<file path="config.mk">
export PLATFORM = sky130hd
export DESIGN_NAME = shared_reg_unit_flat
export DESIGN_NICKNAME = d
export VERILOG_FILES = /design/src/rtl/shared_reg_unit_if.sv /design/src/rtl/shared_reg_unit.sv /design/src/flat_wrapper.sv
export SDC_FILE = /design/constraint.sdc
export NUM_CORES = 2
export LEC_CHECK = 0
export ABC_CLOCK_PERIOD_IN_PS = 20100
export CAP_MARGIN = 20
export CORE_UTILIZATION = 30
export CTS_BUF_LIST = sky130_fd_sc_hd__clkbuf_8
export DETAILED_ROUTE_END_ITERATION = 8
export MAX_ROUTING_LAYER = met4
export PLACE_DENSITY = 0.45
export SLEW_MARGIN = 20
export SYNTH_ARGS = -nofsm -noshare
export SYNTH_HDL_FRONTEND = slang
export SYNTH_SLANG_ARGS = --single-unit
export TNS_END_PERCENT = 50
</file>
<file path="constraint.sdc">
create_clock -name CLK -period 20.1 [get_ports CLK]
set_input_delay 5.025 -clock CLK [delete_from_list [all_inputs] [get_ports CLK]]
set_output_delay 5.025 -clock CLK [all_outputs]
set_load 0.005 [all_outputs]
</file>
<file path="src/rtl/shared_reg_unit_if.sv">
// ============================================================================
// Module      : shared_reg_unit_if
// Description : Request/response bundle between the two processor ports and
//               the shared register unit.
// Revision    : 1.0  initial release
// ============================================================================
`default_nettype none

interface shared_reg_unit_if;
    logic [1:0]  op0;
    logic [1:0]  op1;
    logic [4:0]  dst0;
    logic [4:0]  dst1;
    logic [31:0] wdata0;
    logic [31:0] wdata1;
    logic [4:0]  rs0;
    logic [4:0]  rs1;
    logic [31:0] rdata0;
    logic [31:0] rdata1;
    logic        stall0;
    logic        stall1;
    logic [15:0] conflict_cnt;

    // Processor side drives requests and read addresses.
    modport master (
        output op0, op1, dst0, dst1, wdata0, wdata1, rs0, rs1,
        input  rdata0, rdata1, stall0, stall1, conflict_cnt
    );

    // Register unit side answers with read data, stalls and the counter.
    modport slave (
        input  op0, op1, dst0, dst1, wdata0, wdata1, rs0, rs1,
        output rdata0, rdata1, stall0, stall1, conflict_cnt
    );
endinterface

`default_nettype wire

</file>
<file path="src/rtl/shared_reg_unit.sv">
// ============================================================================
// Module      : shared_reg_unit
// Description : 32x32 shared register file for two processor ports with
//               combinational bypassed reads, round-robin write arbitration
//               and merged atomic adds.
// Revision    : 1.0  initial release
// ============================================================================
`default_nettype none

module shared_reg_unit (
    input  wire              CLK,
    input  wire              RST,
    shared_reg_unit_if.slave bus
);

    localparam logic [1:0]  c_op_write = 2'b01;
    localparam logic [1:0]  c_op_add   = 2'b10;
    localparam logic [15:0] c_cnt_max  = 16'hFFFF;

    logic [31:0] regs_q [32];
    logic [31:0] regs_d [32];
    logic        prio_q;
    logic        prio_d;
    logic [15:0] cnt_q;
    logic [15:0] cnt_d;

    logic        act0;
    logic        act1;
    logic        add0;
    logic        add1;
    logic        conflict;
    logic        merged;
    logic        grant0;
    logic        grant1;
    logic [31:0] nv0;
    logic [31:0] nv1;

    // Request decode and arbitration; a write on a shared target loses to prio.
    always_comb begin
        act0     = 1'b0;
        act1     = 1'b0;
        add0     = 1'b0;
        add1     = 1'b0;
        conflict = 1'b0;
        merged   = 1'b0;
        grant0   = 1'b0;
        grant1   = 1'b0;
        if (!RST) begin
            add0 = (bus.op0 == c_op_add);
            add1 = (bus.op1 == c_op_add);
            act0 = add0 || (bus.op0 == c_op_write);
            act1 = add1 || (bus.op1 == c_op_write);
        end
        if (act0 && act1 && (bus.dst0 == bus.dst1)) begin
            if (add0 && add1) begin
                merged = 1'b1;
            end else begin
                conflict = 1'b1;
            end
        end
        grant0 = act0 && !(conflict &&  prio_q);
        grant1 = act1 && !(conflict && !prio_q);
    end

    assign bus.stall0 = conflict &&  prio_q;
    assign bus.stall1 = conflict && !prio_q;
    assign bus.conflict_cnt = cnt_q;

    // Post-edge value of each port's target; merged adds share a single sum.
    always_comb begin
        nv0 = bus.wdata0;
        nv1 = bus.wdata1;
        if (merged) begin
            nv0 = regs_q[bus.dst0] + bus.wdata0 + bus.wdata1;
            nv1 = nv0;
        end else begin
            if (add0) begin
                nv0 = regs_q[bus.dst0] + bus.wdata0;
            end
            if (add1) begin
                nv1 = regs_q[bus.dst1] + bus.wdata1;
            end
        end
    end

    // Bypassed reads: only granted requests forward their result.
    always_comb begin
        bus.rdata0 = regs_q[bus.rs0];
        bus.rdata1 = regs_q[bus.rs1];
        if (bus.rs0 == 5'd0) begin
            bus.rdata0 = 32'd0;
        end else if (grant0 && (bus.rs0 == bus.dst0)) begin
            bus.rdata0 = nv0;
        end else if (grant1 && (bus.rs0 == bus.dst1)) begin
            bus.rdata0 = nv1;
        end
        if (bus.rs1 == 5'd0) begin
            bus.rdata1 = 32'd0;
        end else if (grant0 && (bus.rs1 == bus.dst0)) begin
            bus.rdata1 = nv0;
        end else if (grant1 && (bus.rs1 == bus.dst1)) begin
            bus.rdata1 = nv1;
        end
    end

    // Next architectural state: commits, prio rotation, saturating counter.
    always_comb begin
        regs_d = regs_q;
        prio_d = prio_q ^ conflict;
        cnt_d  = cnt_q;
        if (grant0 && (bus.dst0 != 5'd0)) begin
            regs_d[bus.dst0] = nv0;
        end
        if (grant1 && (bus.dst1 != 5'd0)) begin
            regs_d[bus.dst1] = nv1;
        end
        if (conflict && (cnt_q != c_cnt_max)) begin
            cnt_d = cnt_q + 16'd1;
        end
        regs_d[0] = 32'd0;
    end

    // State registers with synchronous reset.
    always_ff @(posedge CLK) begin
        if (RST) begin
            for (int i = 0; i < 32; i++) begin
                regs_q[i] <= 32'd0;
            end
            prio_q <= 1'b0;
            cnt_q  <= 16'd0;
        end else begin
            regs_q <= regs_d;
            prio_q <= prio_d;
            cnt_q  <= cnt_d;
        end
    end

endmodule

`default_nettype wire

</file>
<file path="src/flat_wrapper.sv">
// flat-port wrapper written by rule: the top's interface ports become plain ports
module shared_reg_unit_flat 
  (CLK, RST, bus_op0, bus_op1, bus_dst0, bus_dst1, bus_wdata0, bus_wdata1, bus_rs0, bus_rs1, bus_rdata0, bus_rdata1, bus_stall0, bus_stall1, bus_conflict_cnt);
  shared_reg_unit_if bus_i ();
  input  wire CLK;
  input  wire RST;
  input wire logic [$bits(bus_i.op0)-1:0] bus_op0;
  input wire logic [$bits(bus_i.op1)-1:0] bus_op1;
  input wire logic [$bits(bus_i.dst0)-1:0] bus_dst0;
  input wire logic [$bits(bus_i.dst1)-1:0] bus_dst1;
  input wire logic [$bits(bus_i.wdata0)-1:0] bus_wdata0;
  input wire logic [$bits(bus_i.wdata1)-1:0] bus_wdata1;
  input wire logic [$bits(bus_i.rs0)-1:0] bus_rs0;
  input wire logic [$bits(bus_i.rs1)-1:0] bus_rs1;
  output wire logic [$bits(bus_i.rdata0)-1:0] bus_rdata0;
  output wire logic [$bits(bus_i.rdata1)-1:0] bus_rdata1;
  output wire logic [$bits(bus_i.stall0)-1:0] bus_stall0;
  output wire logic [$bits(bus_i.stall1)-1:0] bus_stall1;
  output wire logic [$bits(bus_i.conflict_cnt)-1:0] bus_conflict_cnt;
  assign bus_i.op0 = bus_op0;
  assign bus_i.op1 = bus_op1;
  assign bus_i.dst0 = bus_dst0;
  assign bus_i.dst1 = bus_dst1;
  assign bus_i.wdata0 = bus_wdata0;
  assign bus_i.wdata1 = bus_wdata1;
  assign bus_i.rs0 = bus_rs0;
  assign bus_i.rs1 = bus_rs1;
  assign bus_rdata0 = bus_i.rdata0;
  assign bus_rdata1 = bus_i.rdata1;
  assign bus_stall0 = bus_i.stall0;
  assign bus_stall1 = bus_i.stall1;
  assign bus_conflict_cnt = bus_i.conflict_cnt;
  shared_reg_unit u_core (.CLK(CLK), .RST(RST), .bus(bus_i));
endmodule
</file>
==> results.py <==
metrics = {
    "grt": {
        "grt_pass1_wl_mm": 693,
        "antenna_found_initial": 48,
        "grt_max_degree": 184,
        "grt_pass1_vias": 78300,
        "track_usage_pct": 38.0,
        "gr-total-overflow": 0,
    },
    "timing": {
        "clock_skew_ps": 79.9,
        "tightest_slew_ps": 1280,
        "max_slew_margin_pct": 13.8,
        "drv_slew": 0,
        "fin_ws_ps": 609,
        "rsz0062_at_grt": "false",
        "post-route-period-util_pct": 97.0,
        "finalSetupTns_ps": 0,
        "hold_viol_final": 0,
        "max_freq_mhz": 51.3,
        "period_needed_ps": 19490,
        "finalSetupViolCount": 0,
    },
    "detailed_routing": {
        "routedWlPerCell_um": 43.7,
        "wirelength_mm": 517,
        "vias_per_cell": 7.17,
        "routed-via-count": 84800,
        "antenna_left": 0,
        "drtIter0Drc": 14400,
        "drc": 0,
        "first_pass_iters": 9,
    },
    "floorplanning": {
        "num_rows": 190,
        "die_h_um": 521,
        "ios": 172,
        "die_area_um2": 272000,
        "start_util_pct": 30.2,
        "die_w_um": 521,
        "core_um2": 268000,
    },
    "cts": {
        "ctsHoldBuffers": 0,
        "cts-buffers-inserted": 199,
        "clk_pin_slew_ps": 50,
        "htreeDepth": 4,
        "cts_buffer_depth": 3,
        "cts_tree": "yes",
        "cts.sink_count": 1009,
        "root_buffer": "clkbuf_8",
        "worst_skew_pair.late_latency_ps": 1090,
        "post_cts_resized": 0,
        "cts_post_setup_buffers_inserted": 0,
    },
    "power": {
        "p_int_uw": 3490,
        "leakage_uw": 0.0291,
        "p_seq_share_pct": 38.8,
        "combPwrFrac_pct": 18.6,
        "power_density_nw_per_um2": 58.5,
        "clkPwrFrac_pct": 42.5,
        "vdd_drop_max_v": 0.0000833,
        "switchingPower_uw": 1820,
        "sw_frac_of_total_pct": 34.2,
    },
    "final_layout": {
        "finalNonFillerCells": 11800,
        "drive_gt1_share_pct": 24.9,
        "synthToLayoutAreaGrowth_pct": 12.1,
        "fin_nets": 8257,
    },
    "critical_path": {
        "critPathMaxFanout": 21,
        "endpoint_kind": "output port",
        "worstPathRequired_ps": 15070,
        "r2r_cells": 23,
        "crit_type": "input pin to output port",
        "startpoint_type": "input pin",
        "arrival_ps": 14470,
    },
    "min_path": {
        "whs_path_depth": 2,
        "hp-class": "register to register",
    },
    "yosys": {
        "ys_ff_latch": 1009,
        "async_reset_ff_share_pct": 0,
        "synth.distinct_cells": 91,
        "synthFlopType": "dfxtp_1",
        "synth_nets": 8659,
        "syn_inst": 8465,
        "synth.avg_cell_area_um2": 9.56,
        "ys_warn_count": 0,
        "synth_edf_count": 0,
        "ys_seq_area_share_pct": 25.0,
        "synth_area_um2": 80900,
    },
    "run_status": {
        "run_status": "finished, final reports clean",
    },
    "flow_run": {
        "drv_cap": 0,
    },
    "place": {
        "dpl.hpwl_mm": 321,
        "post-place-cells": 11400,
        "place_ws_ps": 1010,
        "gp_congestion": 0.976,
        "port_buffers": 171,
    },
}
[area by class of cell]
cell class | count | area, µm²
flip-flops and latches | 1009 | 20200
repair buffers | 491 | 4330
well taps | 3552 | 4440
clock buffers | 249 | 3430
diodes | 48 | 120
inverters | 22 | 82.6
clock inverters | 109 | 621
fillers | 26900 | 177000
multi-input cells | 6340 | 57400
[kinds of logic after synthesis]
kind of cell    count (synthesis)  share of synthesized area [%]
compound gates               2720                           23.7
xor+xnor                      117                           1.28
fa+ha+maj                     104                           1.64
buf+inv                      1116                           5.43
flops                        1009                           25.0
mux                          1296                           32.0
simple gates                 2103                           11.0
[power by group through the flow]
| stage | registers [µW] | clock network [µW] | logic, µW |
|---|---|---|---|
| finish | 2060 | 2260 | 988 |
| detailed placement | 2100 | 0 | 945 |
| CTS | 2060 | 2260 | 948 |
| floorplan | 2090 | 0 | 559 |
| global route | 2060 | 2340 | 998 |
| global placement | 2100 | 0 | 945 |
[final timing paths]
path / start / end / slack, ps
setup / recovery: bus_dst0[4] / bus_rdata0[23] / 610
hold / removal: u_core.bus.conflict_cnt[6]$_SDFFE_PP0P_ / u_core.bus.conflict_cnt[6]$_SDFFE_PP0P_ / 520
setup reg to reg: u_core.regs_q[0]$_SDFF_PP0_ / u_core.regs_q[991]$_SDFF_PP0_ / 11020
hold reg to reg: u_core.bus.conflict_cnt[6]$_SDFFE_PP0P_ / u_core.bus.conflict_cnt[6]$_SDFFE_PP0P_ / 520
[worst max-delay path: stages]
cell and delay [ps]:
clkdlybuf4s50_1 750, nor2b_1 320, and2_4 430, a22oi_1 430
nand4_1 710, ha_1 550, fa_1 470, a211oi_1 360
o21ai_1 220, a311oi_1 540, o21ai_1 290, a21oi_1 220
xnor2_1 170, ha_1 320, and2_1 190, a221o_1 320
a221oi_1 550, o31a_1 270, xnor2_1 130, nor2_1 100
buf_4 210, a21oi_4 600, o21ai_0 260, nor2_1 360
clkdlybuf4s50_1 600
[synthesized netlist by cell type, drive strengths merged, types with 148 or more instances]
cell	instances	area, µm²
mux4	1018	22900
dfxtp	1009	20200
nor2	905	3400
clkbuf	857	3220
nand2	809	3040
a21oi	747	3780
a211oi	493	3710
a221oi	415	3840
a22oi	255	1910
o21ai	253	1270
buf	237	1090
mux2	148	1670
[cells in the final DEF, fill, tap and decap left out, drive strengths merged, types with 156 or more instances in the layout]
cell type	Yosys	layout
mux4	1018	1018
dfxtp	1009	1009
nor2	905	905
nand2	809	809
a21oi	747	747
a211oi	493	493
a221oi	415	415
buf	237	335
a22oi	255	255
o21ai	253	253
clkbuf	857	249
clkdlybuf4s50	0	156
[registers in the layout, summed over array words and instances, names as in the netlist]
| name | cells |
|---|---|
| u_core.bus.conflict_cnt | 16 |
| u_core.prio_q | 1 |
| u_core.regs_q | 992 |
[routing by layer]
layer,track usage [%],up-vias,wire [µm]
met5,-,-,0
met4,28.5,0,45100
met3,15.5,1938,73700
met2,52.1,7243,212000
met1,44.0,42800,186000
li1,-,32800,-
[metrics by stage]
step / area [µm²] / power, µW / hold WS, ps / util, %
CTS: 90500 / 5260 / 523 / 33.8
floorplan: 80900 / 2650 / 480 / -
global route: 90600 / 5400 / 548 / 33.8
detailed placement: 86500 / 3050 / 512 / 32.2
global placement: 86400 / 3040 / 501 / 32.2
finish: 90700 / 5300 / 518 / 33.8
Note: power is estimated with default switching activity, not from simulation.
